--- src/rtl/mux4b_rr_arb_ctrl_pkg.sv ---
// Shared types, constants and helpers for the 4-way round-robin mux arbiter.
package mux4b_rr_arb_ctrl_pkg;

  localparam int unsigned ReqN = 4;

  // Grant FSM: idle with no owner, or busy serving one requester.
  typedef enum logic {
    StIdle = 1'b0,
    StBusy = 1'b1
  } state_e;

  // Beat counter width; never narrower than one bit, even for single-beat bursts.
  function automatic int unsigned cnt_width(input int unsigned burst_len);
    return (burst_len <= 2) ? 1 : $clog2(burst_len);
  endfunction

  // Mux leg index to one-hot grant vector.
  function automatic logic [ReqN-1:0] idx2onehot(input logic [1:0] idx);
    logic [ReqN-1:0] oh;
    oh = '0;
    oh[idx] = 1'b1;
    return oh;
  endfunction

endpackage

--- src/rtl/mux4b_rr_arb_ctrl_if.sv ---
// Requester-side bus of the shared mux: request/data legs in, grant/mux controls
// and the registered beat out.
interface mux4b_rr_arb_ctrl_if
  import mux4b_rr_arb_ctrl_pkg::*;
#(
  parameter int unsigned WIDTH = 4
);

  logic [ReqN-1:0]  req;
  logic [WIDTH-1:0] a;
  logic [WIDTH-1:0] b;
  logic [WIDTH-1:0] c;
  logic [WIDTH-1:0] d;
  logic [ReqN-1:0]  gnt;
  logic [1:0]       sel;
  logic             enable;
  logic [WIDTH-1:0] out;
  logic             out_valid;

  // Requester side.
  modport master (
    output req, a, b, c, d,
    input  gnt, sel, enable, out, out_valid
  );

  // Arbiter side.
  modport slave (
    input  req, a, b, c, d,
    output gnt, sel, enable, out, out_valid
  );

endinterface

--- src/rtl/mux4b_rr_arb_ctrl_mux.sv ---
// Enabled 4:1 mux datapath; drives zero when disabled.
module mux4b_4to1_en #(
  parameter int unsigned WIDTH = 4
) (
  input  logic [WIDTH-1:0] a_i,
  input  logic [WIDTH-1:0] b_i,
  input  logic [WIDTH-1:0] c_i,
  input  logic [WIDTH-1:0] d_i,
  input  logic [1:0]       sel_i,
  input  logic             enable_i,
  output logic [WIDTH-1:0] y_o
);

  // Leg select gated by enable.
  always_comb begin
    y_o = '0;
    if (enable_i) begin
      unique case (sel_i)
        2'd0:    y_o = a_i;
        2'd1:    y_o = b_i;
        2'd2:    y_o = c_i;
        default: y_o = d_i;
      endcase
    end
  end

endmodule

--- src/rtl/mux4b_rr_arb_ctrl_pick.sv ---
// Combinational round-robin picker: searches rr_ptr+1 .. rr_ptr+4 (mod 4), so the
// last winner is lowest priority.
module rr_pick4
  import mux4b_rr_arb_ctrl_pkg::*;
(
  input  logic [ReqN-1:0] req_i,
  input  logic [1:0]      rr_ptr_i,
  output logic [1:0]      idx_o,
  output logic            any_o
);

  // First set request after the pointer wins.
  always_comb begin
    logic       found;
    logic [1:0] cand;
    found = 1'b0;
    cand  = '0;
    idx_o = '0;
    for (int unsigned k = 1; k <= ReqN; k++) begin
      cand = rr_ptr_i + 2'(k);
      if (!found && req_i[cand]) begin
        found = 1'b1;
        idx_o = cand;
      end
    end
    any_o = found;
  end

endmodule

--- src/rtl/mux4b_rr_arb_ctrl.sv ---
// Round-robin arbiter/sequencer sharing one enabled 4:1 mux among four requesters,
// with bounded bursts, zero-bubble handover and a registered output beat.
module mux4b_rr_arb_ctrl
  import mux4b_rr_arb_ctrl_pkg::*;
#(
  parameter int unsigned WIDTH     = 4,
  parameter int unsigned BURST_LEN = 4
) (
  input logic                clk,
  input logic                rst,
  mux4b_rr_arb_ctrl_if.slave bus
);

  localparam int unsigned    CntW     = cnt_width(BURST_LEN);
  localparam logic [CntW-1:0] LastBeat = CntW'(BURST_LEN - 1);

  state_e           state_q;
  logic [ReqN-1:0]  gnt_q;
  logic [1:0]       sel_q;
  logic             enable_q;
  logic [1:0]       rr_ptr_q;
  logic [CntW-1:0]  beat_cnt_q;
  logic [WIDTH-1:0] out_q;
  logic             out_valid_q;

  logic             beat;
  logic             rearb;
  logic [1:0]       pick_idx;
  logic             pick_any;
  logic [WIDTH-1:0] mux_y;

  rr_pick4 u_pick (
    .req_i    (bus.req),
    .rr_ptr_i (rr_ptr_q),
    .idx_o    (pick_idx),
    .any_o    (pick_any)
  );

  mux4b_4to1_en #(
    .WIDTH (WIDTH)
  ) u_mux (
    .a_i      (bus.a),
    .b_i      (bus.b),
    .c_i      (bus.c),
    .d_i      (bus.d),
    .sel_i    (sel_q),
    .enable_i (enable_q),
    .y_o      (mux_y)
  );

  // A beat is a granted leg that is still requesting; otherwise decide whether to re-arbitrate.
  always_comb begin
    beat  = enable_q & bus.req[sel_q];
    rearb = 1'b0;
    unique case (state_q)
      StIdle:  rearb = 1'b1;
      StBusy:  rearb = !beat || (beat_cnt_q == LastBeat);
      default: rearb = 1'b1;
    endcase
  end

  // Grant FSM: arbitrate from idle or at grant end; otherwise count beats of the burst.
  always_ff @(posedge clk or posedge rst) begin
    if (rst) begin
      state_q    <= StIdle;
      gnt_q      <= '0;
      sel_q      <= '0;
      enable_q   <= 1'b0;
      rr_ptr_q   <= 2'd3;
      beat_cnt_q <= '0;
    end else if (rearb) begin
      beat_cnt_q <= '0;
      if (pick_any) begin
        state_q  <= StBusy;
        gnt_q    <= idx2onehot(pick_idx);
        sel_q    <= pick_idx;
        enable_q <= 1'b1;
        rr_ptr_q <= pick_idx;
      end else begin
        // sel keeps its last value while idle.
        state_q  <= StIdle;
        gnt_q    <= '0;
        enable_q <= 1'b0;
      end
    end else begin
      beat_cnt_q <= beat_cnt_q + CntW'(1);
    end
  end

  // Capture the mux output on every beat; out holds between beats.
  always_ff @(posedge clk or posedge rst) begin
    if (rst) begin
      out_q       <= '0;
      out_valid_q <= 1'b0;
    end else if (beat) begin
      out_q       <= mux_y;
      out_valid_q <= 1'b1;
    end else begin
      out_valid_q <= 1'b0;
    end
  end

  assign bus.gnt       = gnt_q;
  assign bus.sel       = sel_q;
  assign bus.enable    = enable_q;
  assign bus.out       = out_q;
  assign bus.out_valid = out_valid_q;

endmodule
--- src/flat_wrapper.sv ---
// flat-port wrapper written by rule: the top's interface ports become plain ports
module mux4b_rr_arb_ctrl_flat import mux4b_rr_arb_ctrl_pkg::*;
#(
  parameter int unsigned WIDTH     = 4,
  parameter int unsigned BURST_LEN = 4
)
  (clk, rst, bus_req, bus_a, bus_b, bus_c, bus_d, bus_gnt, bus_sel, bus_enable, bus_out, bus_out_valid);
  mux4b_rr_arb_ctrl_if #(.WIDTH(WIDTH)) bus_i ();
  input logic clk;
  input logic rst;
  input wire logic [$bits(bus_i.req)-1:0] bus_req;
  input wire logic [$bits(bus_i.a)-1:0] bus_a;
  input wire logic [$bits(bus_i.b)-1:0] bus_b;
  input wire logic [$bits(bus_i.c)-1:0] bus_c;
  input wire logic [$bits(bus_i.d)-1:0] bus_d;
  output wire logic [$bits(bus_i.gnt)-1:0] bus_gnt;
  output wire logic [$bits(bus_i.sel)-1:0] bus_sel;
  output wire logic [$bits(bus_i.enable)-1:0] bus_enable;
  output wire logic [$bits(bus_i.out)-1:0] bus_out;
  output wire logic [$bits(bus_i.out_valid)-1:0] bus_out_valid;
  assign bus_i.req = bus_req;
  assign bus_i.a = bus_a;
  assign bus_i.b = bus_b;
  assign bus_i.c = bus_c;
  assign bus_i.d = bus_d;
  assign bus_gnt = bus_i.gnt;
  assign bus_sel = bus_i.sel;
  assign bus_enable = bus_i.enable;
  assign bus_out = bus_i.out;
  assign bus_out_valid = bus_i.out_valid;
  mux4b_rr_arb_ctrl #(.WIDTH(WIDTH), .BURST_LEN(BURST_LEN)) u_core (.clk(clk), .rst(rst), .bus(bus_i));
endmodule
--- config.mk ---
export PLATFORM = sky130hd
export DESIGN_NAME = mux4b_rr_arb_ctrl_flat
export DESIGN_NICKNAME = d
export VERILOG_FILES = /design/src/rtl/mux4b_rr_arb_ctrl_pkg.sv /design/src/rtl/mux4b_rr_arb_ctrl_if.sv /design/src/rtl/mux4b_rr_arb_ctrl_mux.sv /design/src/rtl/mux4b_rr_arb_ctrl_pick.sv /design/src/rtl/mux4b_rr_arb_ctrl.sv /design/src/flat_wrapper.sv
export SDC_FILE = /design/constraint.sdc
export NUM_CORES = 1
export LEC_CHECK = 0
export ABC_AREA = 1
export CAP_MARGIN = 20
export CELL_PAD_IN_SITES_DETAIL_PLACEMENT = 1
export CELL_PAD_IN_SITES_GLOBAL_PLACEMENT = 1
export CORE_MARGIN = 2
export CORE_UTILIZATION = 37
export DETAILED_ROUTE_END_ITERATION = 8
export DONT_BUFFER_PORTS = 1
export GPL_TIMING_DRIVEN = 0
export HOLD_SLACK_MARGIN = 0.03
export PLACE_DENSITY = 0.79
export SYNTH_ARGS = -nofsm -noshare
export SYNTH_HDL_FRONTEND = slang
export SYNTH_SLANG_ARGS = --single-unit
--- constraint.sdc ---
create_clock -name clk -period 2.7 [get_ports clk]
set_clock_uncertainty 0.05 [all_clocks]
set_input_delay 0.675 -clock clk [delete_from_list [all_inputs] [get_ports clk]]
set_output_delay 0.675 -clock clk [all_outputs]
set_load 0.01 [all_outputs]
==> metrics.csv <==
stage;metric;value;unit
run_status;status;complete, no violations;
synthesis;ys_warn_count;0;
detailed_routing;first_iter_violations;26;
critical_path;ff2ff_path_depth;9;
sta;min_period;1.765;ns
global_route;grt_max_degree;17;
critical_path;start_kind;flip-flop;
clocking;root_buffer;clkbuf_4;
clocking;clock_sinks;16;
clocking;worst_skew_pair.late_latency;0.28;ns
global_route;grt_overflow;0;
clocking;cts.repair.resized;0;
critical_path;arrival;1.89;ns
synthesis;netlist_area;1042;um^2
critical_path;worstReg2RegEnd;u_core.bus.sel[1];
clocking;clk_pin_slew;0.09;ns
clocking;cts_tree;done;
synthesis;yosysMostFrequentCell;nand2_1;
sta;min_period_over_period;0.6538;
sta;rsz0062_at_grt;no;
synthesis;syn_avg_cell_area;6.812;um^2
detailed_routing;vias_per_cell;5.358;
layout;final_nets;181;
placed_design;dp_slack;0.9176;ns
sta;hold_viol_final;0;
floorplanning;die_w;57.08;um
synthesis;syn_nets;176;
detailed_routing;totalWireLength;2551;um
sta;fmax;0.5665;GHz
floorplanning;die_h;57.08;um
sta;maxSlewViolCount;0;
global_route;grt_pass1_vias;1047;
global_route;grt_pass1_wl;4485;um
sta;tns;0;ns
floorplanning;start_util;0.3846;
critical_path;cp-startpoint;u_core.bus.sel[1];
clocking;numCtsBuffers;3;
synthesis;synth_cells;153;
critical_path;end_kind;flip-flop;
clocking;htree_levels;1;
critical_path;critPathRequiredTime;2.82;ns
synthesis;synthTopCellsByArea;dfrtp_1 (34%), nand2_1 (25%), nand3_1 (5.8%), dfstp_2 (5.0%), inv_1 (4.7%);
synthesis;async_flop_share;1.000;
synthesis;synth_edf_count;0;
pwr;vdd_ir_drop_max;0.7833;mV
sta;setup_viol;0;
layout;syn_to_final_growth;5.882;%
layout;fin_area;1104;um^2
detailed_routing;ant_nets;0;
worst_hold_path;hold_path_class;input port to async pin;
critical_path;r2r-start;u_core.bus.sel[1];
floorplanning;rows;19;
sta;fin_ws;0.9346;ns
clocking;cts_setup_buffers;0;
clocking;hold_buffers;0;
synthesis;ys_seq_area_frac;0.3866;
placed_design;place_area;1081;um^2
pwr;p_leak;0.5971;nW
sta;holdWs;0.2719;ns
layout;diodes;0;
job;cap_violations;0;
synthesis;ys_types;22;
pwr;finalPower;0.001630;W
synthesis;synth_top_area_frac;0.3361;
floorplanning;core;2710;um^2
critical_path;worstPathMaxFanout;6;
synthesis;synth_top_area_cell;dfrtp_1;
synthesis;yosys_register_bits;16;
detailed_routing;num_vias;1002;
placed_design;dpl.hpwl;2132;um
sta;max_slew_margin;0.6197;
placed_design;portBuffers;0;
pwr;powerDensity;1477;nW/um^2
detailed_routing;drc;0;
critical_path;worst-setup-path-type;flip-flop to flip-flop;
sta;worstMarginPinSlew;0.5698;ns
global_route;antenna_found_initial;0;
global_route;track_usage;0.1749;
placed_design;place_congestion;0.7970;
detailed_routing;wl_per_cell;13.64;um
layout;drive_above_1_share;0.1474;
synthesis;ys_top_cells_by_count;nand2_1 (70), dfrtp_1 (14), inv_1 (13);
floorplanning;ios;34;
critical_path;r2r_slack;0.93;ns
floorplanning;dieArea;3258;um^2
clocking;cts.path.max_buffers;2;
detailed_routing;dr.pass1.iters;4;
synthesis;synth_flop_cell;dfrtp_1;
[routing by layer]
metal / routed length [um] / GRT usage / vias up / share of wire
met4: 50 / 0.06645 / 0 / 0.020
met3: 143 / 0.02948 / 6 / 0.056
met5: 0 / 0 / - / 0
met1: 1018 / 0.1937 / 471 / 0.40
met2: 1339 / 0.3300 / 34 / 0.52
li1: - / - / 491 / -
[worst max-delay path: stages (launching register included)]
cell	delay, ns
dfrtp_1	0.47
inv_1	0.11
nor2_1	0.29
nand2_1	0.09
nand4_1	0.16
nand3_2	0.14
nand2_4	0.15
inv_4	0.05
nand2_1	0.08
o21ai_1	0.07
[metrics by stage]
step	util	cells
final	0.4072	187
after global routing	0.4072	187
after CTS	0.4072	187
after detailed placement	0.3989	184
after global placement	0.3989	184
after floorplan	-	153
[power breakdown]
| group | total [W] | leakage [nW] | internal [W] | switching, W |
|---|---|---|---|---|
| Sequential | 0.000505 | 0.195 | 0.000370 | 0.000135 |
| Combinational | 0.00101 | 0.388 | 0.000332 | 0.000674 |
| Clock | 0.000120 | 0.0138 | 0.0000518 | 0.0000679 |
[cell type report]
type	instances	area, um^2
inverter	17	66.31
buffer	2	18.77
sequential	16	402.9
tap	31	38.79
fill	369	1607
clock buffer	3	22.52
multi-input combinational	118	554.3
[worst max-delay path by stage]
stage / cells after the start / to
2_1_floorplan: 10 / u_core.bus.sel[1]
3_3_place_gp: 10 / u_core.bus.sel[1]
3_5_place_dp: 9 / u_core.bus.sel[1]
4_1_cts: 9 / u_core.bus.sel[1]
5_1_grt: 9 / u_core.bus.sel[1]
6_report: 9 / u_core.bus.sel[1]
[kinds of logic (layout without fill, tap and decap cells)]
family                   Yosys count  count (layout)  share of synthesized area
adder cells (fa/ha/maj)            1               1                    0.01200
AND/OR/NAND/NOR                  104             104                     0.4466
buffers and inverters             19              22                    0.08164
flip-flops                        16              16                     0.3866
AO/OA/AOI/OAI                     13              13                    0.07324
[state kept, by name, summed over array words and instances, names as in the netlist]
name and cells:
u_core.beat_cnt_q 2, u_core.bus.sel 2, u_core.bus.out 4, u_core.bus.gnt 4, u_core.bus.enable 1, u_core.bus.out_valid 1
u_core.rr_ptr_q 2
[cell usage in the layout, fill, tap and decap left out, drive strengths merged]
master	Yosys	layout
a21oi	2	2
inv	17	17
buf	2	2
nand3	14	14
dfrtp	14	14
ha	1	1
nand2	77	77
a221oi	3	3
dfstp	2	2
o21ai	8	8
nand4	2	2
clkbuf	0	3
nor2	11	11
Power figures use the tool's default switching activity.
